### config.mk
export PLATFORM = sky130hd
export DESIGN_NAME = cmp_sort_ctrl
export DESIGN_NICKNAME = d
export VERILOG_FILES = /design/src/rtl/cmp_sort_ctrl_pkg.sv /design/src/rtl/cmp_sort_ctrl_compare.sv /design/src/rtl/cmp_sort_ctrl.sv
export SDC_FILE = /design/constraint.sdc
export NUM_CORES = 1
export LEC_CHECK = 0
export ABC_CLOCK_PERIOD_IN_PS = 4500
export CORE_ASPECT_RATIO = 0.6
export CORE_MARGIN = 5
export CORE_UTILIZATION = 45
export CTS_CLUSTER_SIZE = 16
export DETAILED_ROUTE_END_ITERATION = 8
export PLACE_DENSITY_LB_ADDON = 0.2
export SYNTH_ARGS = -nofsm -noshare
export SYNTH_HDL_FRONTEND = slang
export SYNTH_SLANG_ARGS = --single-unit
### constraint.sdc
create_clock -name Clk -period 4.5 [get_ports Clk]
set_input_delay 0.675 -clock Clk [delete_from_list [all_inputs] [get_ports Clk]]
set_output_delay 0.675 -clock Clk [all_outputs]
set_load 0.02 [all_outputs]
### src/rtl/cmp_sort_ctrl_pkg.sv
// Shared definitions for the four-entry sort controller: state encoding,
// the sort schedule length and the compare-pair table.
package cmp_sort_ctrl_pkg;

  localparam logic [1:0] ST_IDLE = 2'd0;
  localparam logic [1:0] ST_SORT = 2'd1;
  localparam logic [1:0] ST_OUT  = 2'd2;

  localparam int unsigned SORT_STEPS = 6;
  localparam int unsigned STEP_W     = 3;
  localparam int unsigned IDX_W      = 2;

  // Lower index of the pair exchanged at each step of the 4-entry bubble network
  function automatic logic [IDX_W-1:0] pair_idx(input logic [STEP_W-1:0] step);
    case (step)
      3'd0:    pair_idx = 2'd0;
      3'd1:    pair_idx = 2'd1;
      3'd2:    pair_idx = 2'd2;
      3'd3:    pair_idx = 2'd0;
      3'd4:    pair_idx = 2'd1;
      default: pair_idx = 2'd0;
    endcase
  endfunction

endpackage

### src/rtl/cmp_sort_ctrl_compare.sv
// Combinational magnitude comparator: AGEB = (A >= B), unsigned.
module Compare #(
  parameter int unsigned W = 8
) (
  input  logic [W-1:0] A,
  input  logic [W-1:0] B,
  output logic         AGEB
);

  assign AGEB = (A >= B);

endmodule

### src/rtl/cmp_sort_ctrl.sv
// Loads four words, sorts them ascending with one shared comparator over six
// compare-exchange steps, then streams them out on four consecutive beats.
module cmp_sort_ctrl
  import cmp_sort_ctrl_pkg::*;
#(
  parameter int unsigned WIDTH = 8,
  parameter int unsigned DEPTH = 4
) (
  input  logic             Clk,
  input  logic             Rst,
  input  logic             LoadEn,
  input  logic [WIDTH-1:0] DataIn,
  input  logic             Start,
  output logic [2:0]       Count,
  output logic             Busy,
  output logic [WIDTH-1:0] DataOut,
  output logic             OutValid,
  output logic             Done
);

  logic [1:0]        state, state_d;
  logic [2:0]        count_d;
  logic [STEP_W-1:0] step, step_d;
  logic [IDX_W-1:0]  oidx, oidx_d;
  logic [WIDTH-1:0]  entry   [4];
  logic [WIDTH-1:0]  entry_d [4];
  logic [WIDTH-1:0]  data_out_d;
  logic              out_valid_d, done_d, busy_d;

  logic [IDX_W-1:0]  lo_idx, hi_idx;
  logic              ageb;

  assign lo_idx = pair_idx(step);
  assign hi_idx = lo_idx + 2'd1;

  Compare #(.W(WIDTH)) u_compare (
    .A    (entry[hi_idx]),
    .B    (entry[lo_idx]),
    .AGEB (ageb)
  );

  // State and registered outputs
  always_ff @(posedge Clk or posedge Rst) begin
    if (Rst) begin
      state    <= ST_IDLE;
      Count    <= '0;
      step     <= '0;
      oidx     <= '0;
      Busy     <= 1'b0;
      DataOut  <= '0;
      OutValid <= 1'b0;
      Done     <= 1'b0;
      for (int i = 0; i < 4; i++) entry[i] <= '0;
    end else begin
      state    <= state_d;
      Count    <= count_d;
      step     <= step_d;
      oidx     <= oidx_d;
      Busy     <= busy_d;
      DataOut  <= data_out_d;
      OutValid <= out_valid_d;
      Done     <= done_d;
      entry    <= entry_d;
    end
  end

  // Next-state and next-output logic
  always_comb begin
    state_d     = state;
    count_d     = Count;
    step_d      = step;
    oidx_d      = oidx;
    entry_d     = entry;
    data_out_d  = '0;
    out_valid_d = 1'b0;
    done_d      = 1'b0;

    case (state)
      ST_IDLE: begin
        // Start is judged against the pre-load count
        if (Start && Count == 3'(DEPTH)) begin
          state_d = ST_SORT;
          step_d  = '0;
        end
        if (LoadEn && Count < 3'(DEPTH)) begin
          entry_d[Count[1:0]] = DataIn;
          count_d             = Count + 3'd1;
        end
      end
      ST_SORT: begin
        // Strict less-than swap keeps equal words in place
        if (!ageb) begin
          entry_d[lo_idx] = entry[hi_idx];
          entry_d[hi_idx] = entry[lo_idx];
        end
        if (step == STEP_W'(SORT_STEPS - 1)) begin
          state_d = ST_OUT;
          oidx_d  = '0;
        end else begin
          step_d = step + 3'd1;
        end
      end
      ST_OUT: begin
        data_out_d  = entry[oidx];
        out_valid_d = 1'b1;
        if (oidx == 2'd3) begin
          done_d  = 1'b1;
          state_d = ST_IDLE;
          count_d = '0;
        end else begin
          oidx_d = oidx + 2'd1;
        end
      end
      default: state_d = ST_IDLE;
    endcase

    busy_d = (state_d != ST_IDLE);
  end

endmodule

==> flow_summary_export.csv, run 1 <==
group,metric,value,unit
grt,grt_use_total,24.8,%
grt,grt_pass1_wl,21300,µm
final_layout,synthToLayoutAreaGrowth,13.7,%
timing,fmax,0.234,GHz
place,place.gp.congestion,0.958,
place,port_buffers,25,
final_layout,diodes,0,
final_layout,n_fill_cell,752,
timing,worst_pin_slew,1160,ps
final_layout,drive_gt1_share,14.8,%
final_layout,fin_nets,475,
synth,ys_seq_area_share,32.6,%
clocking,cts.sink_count,53,
clocking,clk_latency,300,ps
die,ios,26,
setup_path,cp_top_family,"simple AND/OR/NAND/NOR gates",
clocking,ctsRootBufferMaster,"clkbuf_16",
timing,rsz0062_at_grt,"no",
place,dp_hpwl,9470,µm
synth,synth_edf_count,0,
grt,grt-ovfl-total,0,
synth,ys_types,54,
setup_path,arrival,4490,ps
timing,slew_violations,0,
clocking,clk_path_buf_depth,2,
timing,fin_tns_setup,0,ps
setup_path,critPathBufInv,2,
synth,synth_ff_type,"dfrtp_1",
timing,fin_crit,4270,ps
synth,ys_ff_latch,53,
drt,drc_errors,0,
final_layout,multi_input_area,0.00250,mm²
die,core,0.00865,mm²
drt,vias_per_cell,6.83,
setup_path,crit_chain,"inv_1 -> ha_1 -> nand2_1 -> ha_2 -> nor3b_4 -> nand2_1 -> a211oi_2 -> nor2_1 -> ha_1 -> nand2_1 -> o21ai_0 -> nand4_1 -> and2_1 -> buf_4 -> a21oi_1",
synth,synthesis.area,0.00406,mm²
drt,drt_iter0_drc,659,
drt,ant_nets,0,
grt,grt_start_max_net_pins,54,
clocking,post-cts-setup-buffer-count,0,
setup_path,cp_slowest_cell,"nor3b_4",
setup_path,end_kind,"register",
die,start_util,47.0,%
clocking,clk_pin_slew,70,ps
synth,syn_nets,453,
timing,finalClockSkew,7.35,ps
setup_path,start_kind,"register",
die,die_x,133,µm
run,drv_cap,0,
timing,finalSetupViolCount,0,
timing,fin_crit_sh,94.9,%
synth,ys_async_sr_fraction,100,%
drt,drt_wl_total,13700,µm
setup_path,worstPathMaxFanout,11,
drt,firstDrtPassIters,9,
synth,synth_warnings,0,
timing,final_hold_viol_count,0,
synth,syn_avg_cell_area,9.79,µm²
setup_path,crit_type,"register to register",
clocking,numCtsBuffers,5,
drt,vias,3756,
timing,slew-limit-headroom,22.7,%
synth,synth_top_cell_area_share,32.6,%
setup_path,cpMostUsedCell,"nand2_1",
synth,syn_inst,415,
grt,grt_pass1_vias,3565,
setup_path,cp.required,4720,ps
clocking,tritoncts,"done",
die,die_h,83.6,µm
outcome,status,"completed",
final_layout,regArea,0.00133,mm²
clocking,cts_hold_buf,0,
setup_path,slowest_delay,550,ps
synth,yosysTopAreaCell,"dfrtp_1",
synth,netlist_top_cells_area,"dfrtp_1, ha_1, a21oi_1",
drt,detail_route.wl_per_cell,25.0,µm
die,fp-row-count,26,
die,dieArea,0.0111,mm²
min_path,hold_class,"register to register",
grt,antenna_found_initial,0,
clocking,ctsHtreeMaxLevel,2,
==> path summary, 6_finish.rpt <==
check / startpoint / end / depth (start not counted) / slack, ps
min in group asynchronous: Rst / DataOut[3]$_DFF_PP0_ / 3 / 900
worst max register to register: step[0]$_DFFE_PP0P_ / entry[28]$_DFFE_PP0P_ / 15 / 230
worst min register to register: step[1]$_DFFE_PP0P_ / step[1]$_DFFE_PP0P_ / 2 / 540
worst min-delay path: step[1]$_DFFE_PP0P_ / step[1]$_DFFE_PP0P_ / 2 / 540
worst max-delay path: step[0]$_DFFE_PP0P_ / entry[28]$_DFFE_PP0P_ / 15 / 230
max in group asynchronous: Rst / entry[10]$_DFFE_PP0P_ / 3 / 3120
==> layout make-up <==
| class | count | share of cell area (%) |
|---|---|---|
| Multi-Input combinational cell | 315 | 54.2 |
| Sequential cell | 53 | 28.7 |
| Tap cell | 112 | 3.03 |
| Clock inverter | 3 | 1.41 |
| Inverter | 18 | 1.46 |
| Clock buffer | 5 | 2.71 |
| Timing Repair Buffer | 44 | 8.50 |
==> Yosys cell counts (all sizes together), types with 2 or more instances <==
master  count
a211oi     13
dfrtp      53
inv        18
and4bb      2
a21oi      55
buf        22
nand4       4
a22o        6
nor4bb      2
o21ai      19
nand2b      6
o22ai       3
nor3       10
nand3       3
mux4        8
nor3b       5
ha         26
mux2        6
o211a       4
a31oi      16
nor2b       9
nor2       15
and2       22
a22oi      11
o32ai       2
a21o        2
a222oi     16
or2         2
nand2      16
clkbuf      7
a41o        4
mux2i      18
==> state kept, by name (all words and copies together), names as in the netlist, 2 cells and up <==
signal,cells
oidx,2
DataOut,8
entry,32
Count,3
state,2
step,3
==> layer usage <==
layer / up-vias / share of wire (%) / global-route usage, %
met5: - / 0 / 0
li1: 1635 / - / -
met4: 0 / 2.5 / 8.49
met2: 287 / 40 / 34.0
met3: 39 / 12 / 7.29
met1: 1795 / 45 / 36.8
==> cells in the final DEF, fill, tap and decap left out, types with 15 or more instances in the layout <==
| cell type | count |
|---|---|
| a21oi_1 | 55 |
| o21ai_0 | 17 |
| a31oi_1 | 16 |
| dfrtp_1 | 53 |
| mux2i_1 | 17 |
| nand2_1 | 16 |
| clkdlybuf4s50_1 | 25 |
| and2_1 | 22 |
| inv_1 | 16 |
| ha_1 | 25 |
| buf_4 | 19 |
| a222oi_1 | 16 |
| nor2_1 | 15 |
==> per-stage QoR <==
stage               setup slack (ps)  utilization [%]  hold slack (ps)  instance area, µm²  cells
floorplan                        536                -              497                4060    415
global placement                 248             51.0              537                4420    542
detailed placement               154             51.0              537                4420    542
CTS                              115             53.2              552                4610    550
global route                    17.7             53.4              571                4620    550
finish                           231             53.4              544                4620    550
==> worst reg2reg max path, cell delays in order (launching register included) <==
cell and delay [ps]:
dfrtp_1 450, inv_1 140, ha_1 310, nand2_1 200, ha_2 300, nor3b_4 550
nand2_1 140, a211oi_2 330, nor2_1 110, ha_1 300, nand2_1 50, o21ai_0 160
nand4_1 440, and2_1 340, buf_4 200, a21oi_1 170
==> cells by family (layout without fill, tap and decap cells) <==
logic type | count (synthesis) | after routing | synth area share (%)
and+or+nand+nor | 101 | 101 | 15.1
DFF | 53 | 53 | 32.6
AOI/OAI and AO/OA | 156 | 156 | 27.1
muxes | 32 | 32 | 11.1
adders and majority gates | 26 | 26 | 8.00
buffers and inverters | 47 | 70 | 6.10
==> repair_timing <==
item                       4_1_cts  5_1_grt
gates resized for setup          0        3
setup endpoints to repair        0       31
hold endpoints to repair         0        0
Power of run 1 is left out: the tool's default activity adds up to more than one toggle a clock period on the data nets, which glitch-free logic cannot reach.
==> run 2, diff against run 1 <==
ABC_CLOCK_PERIOD_IN_PS = 5000   (was 4500)
clock period = 5 ns   (was 4.5 ns; I/O delays follow)
==> flow_summary_export.csv, run 2 (synthesized netlist as in run 1, its figures left out) <==
group,metric,value,unit
grt,grt-ovfl-total,0,
setup_path,worstPathMaxFanout,18,
clocking,ctsHtreeMaxLevel,2,
setup_path,arrival,4860,ps
outcome,status,"finished, violations left",
final_layout,fin_nets,472,
setup_path,crit_type,"register to register",
drt,drt_iter0_drc,632,
place,placed_area,0.00439,mm²
timing,fmax,0.214,GHz
drt,vias_per_cell,6.95,
place,placed_cells,539,
clocking,clk_pin_slew,70,ps
timing,slew_violations,0,
timing,slew-limit-headroom,35.2,%
timing,timing.final.ws_setup,329,ps
clocking,cts_hold_buf,0,
clocking,tritoncts,"done",
final_layout,diodes,0,
setup_path,cp.required,5190,ps
timing,fin_tns_setup,0,ps
die,core,0.00865,mm²
grt,grt_use_total,25.6,%
die,die_x,133,µm
timing,worst_pin_slew,970,ps
die,ios,26,
clocking,cts.sink_count,53,
drt,top_layer,"met4",
clocking,ctsRootBufferMaster,"clkbuf_16",
timing,finalSetupViolCount,0,
final_layout,synthToLayoutAreaGrowth,12.1,%
place,port_buffers,25,
final_layout,stdcell_count,546,
setup_path,start_kind,"register",
setup_path,slowest_delay,420,ps
drt,vias,3796,
run,drv_cap,0,
timing,rsz0062_at_grt,"no",
die,dieArea,0.0111,mm²
drt,firstDrtPassIters,9,
final_layout,final_cell_mix,"a21oi_1, dfrtp_1, ha_1, clkdlybuf4s50_1, and2_1",
clocking,clk_path_buf_depth,2,
grt,antenna_found_initial,0,
final_layout,stdcell_area,0.00456,mm²
setup_path,cp_slowest_cell,"dfrtp_1",
timing,final_hold_viol_count,0,
die,fp-row-count,26,
drt,wl_met2,5480,µm
clocking,clk_latency,300,ps
place,dpl_worst_slack,346,ps
clocking,numCtsBuffers,5,
grt,grt_start_max_net_pins,54,
die,die_h,83.6,µm
drt,ant_nets,0,
outcome,violations,"DRC",
die,start_util,47.0,%
final_layout,largest_register,"entry",
min_path,hold_class,"register to register",
place,dp_hpwl,9830,µm
final_layout,top_regs,"entry: 32 flops, DataOut: 8 flops",
place,place.gp.congestion,0.989,
drt,drc_errors,1,
timing,fin_crit,4670,ps
drt,met1Wirelength,6300,µm
final_layout,layout_commonest_cell,"a21oi_1",
setup_path,cp_top_family,"adder cells",
final_layout,drive_gt1_share,13.8,%
final_layout,largest_register_ff_count,32,
timing,finalClockSkew,8.44,ps
drt,detail_route.wl_per_cell,25.6,µm
grt,grt_pass1_wl,21800,µm
drt,drt_wl_total,14000,µm
drt,routed-wl-met3,1850,µm
setup_path,crit_chain,"inv_1 -> ha_1 -> mux2_4 -> inv_2 -> ha_2 -> nor4bb_1 -> mux2i_1 -> a211oi_1 -> buf_4 -> inv_1 -> ha_1 -> and3_1 -> o211ai_4 -> o211a_4 -> and2_1 -> mux2_4",
setup_path,critPathBufInv,4,
setup_path,regToRegSetupSlack,330,ps
timing,fin_crit_sh,93.4,%
setup_path,end_kind,"register",
grt,grt_pass1_vias,3607,
## run 2: changes by cell type in the layout (fill, tap and decap cells not counted)
| cell | previous run | this run |
|---|---|---|
| bufinv_16 | 2 | 1 |
| or3b_1 | 0 | 1 |
| o31ai_2 | 0 | 1 |
| buf_4 | 19 | 16 |
| or3b_4 | 1 | 0 |
| o31ai_4 | 1 | 0 |
## run 2: worst paths after layout
check,cells past startpoint,endpoint,start
worst max register to register,16,entry[31]$_DFFE_PP0P_,step[1]$_DFFE_PP0P_
min in group asynchronous,3,entry[3]$_DFFE_PP0P_,Rst
worst min-delay path,1,Count[1]$_DFFE_PP0P_,Count[1]$_DFFE_PP0P_
worst max-delay path,16,entry[31]$_DFFE_PP0P_,step[1]$_DFFE_PP0P_
max in group asynchronous,3,entry[16]$_DFFE_PP0P_,Rst
worst min register to register,1,Count[1]$_DFFE_PP0P_,Count[1]$_DFFE_PP0P_
## run 2: cell type report
cell class | instances | area [µm²]
Timing Repair Buffer | 41 | 370
Tap cell | 112 | 140
Fill cell | 804 | 4100
Multi-Input combinational cell | 315 | 2490
Sequential cell | 53 | 1330
Clock buffer | 5 | 125
Inverter | 18 | 67.6
Clock inverter | 2 | 35.0
## run 2: worst reg2reg max path, stage by stage (launching register included)
cell and delay, ps:
dfrtp_1 420, inv_1 150, ha_1 390, mux2_4 390, inv_2 130, ha_2 290
nor4bb_1 410, mux2i_1 160, a211oi_1 350, buf_4 210, inv_1 50, ha_1 280
and3_1 190, o211ai_4 260, o211a_4 300, and2_1 290, mux2_4 320
## run 2: what timing repair did
| action | in CTS | in global routing |
|---|---|---|
| endpoints found under the setup margin | 0 | 17 |
| resized for setup | 0 | 1 |
| setup buffers | 0 | 0 |
## run 2: metrics by stage
stage	util (%)	hold slack, ps
2_1_floorplan	-	497
3_3_place_gp	50.8	526
3_5_place_dp	50.8	563
4_1_cts	52.6	594
5_1_grt	52.7	619
6_report	52.7	599
## run 2: per-layer routing
| layer | up-vias | GRT usage, % |
|---|---|---|
| li1 | 1637 | - |
| met1 | 1822 | 38.7 |
| met2 | 300 | 34.2 |
| met3 | 37 | 8.13 |
| met4 | 0 | 7.55 |
| met5 | - | 0 |
Power of run 2 is left out for the same reason.
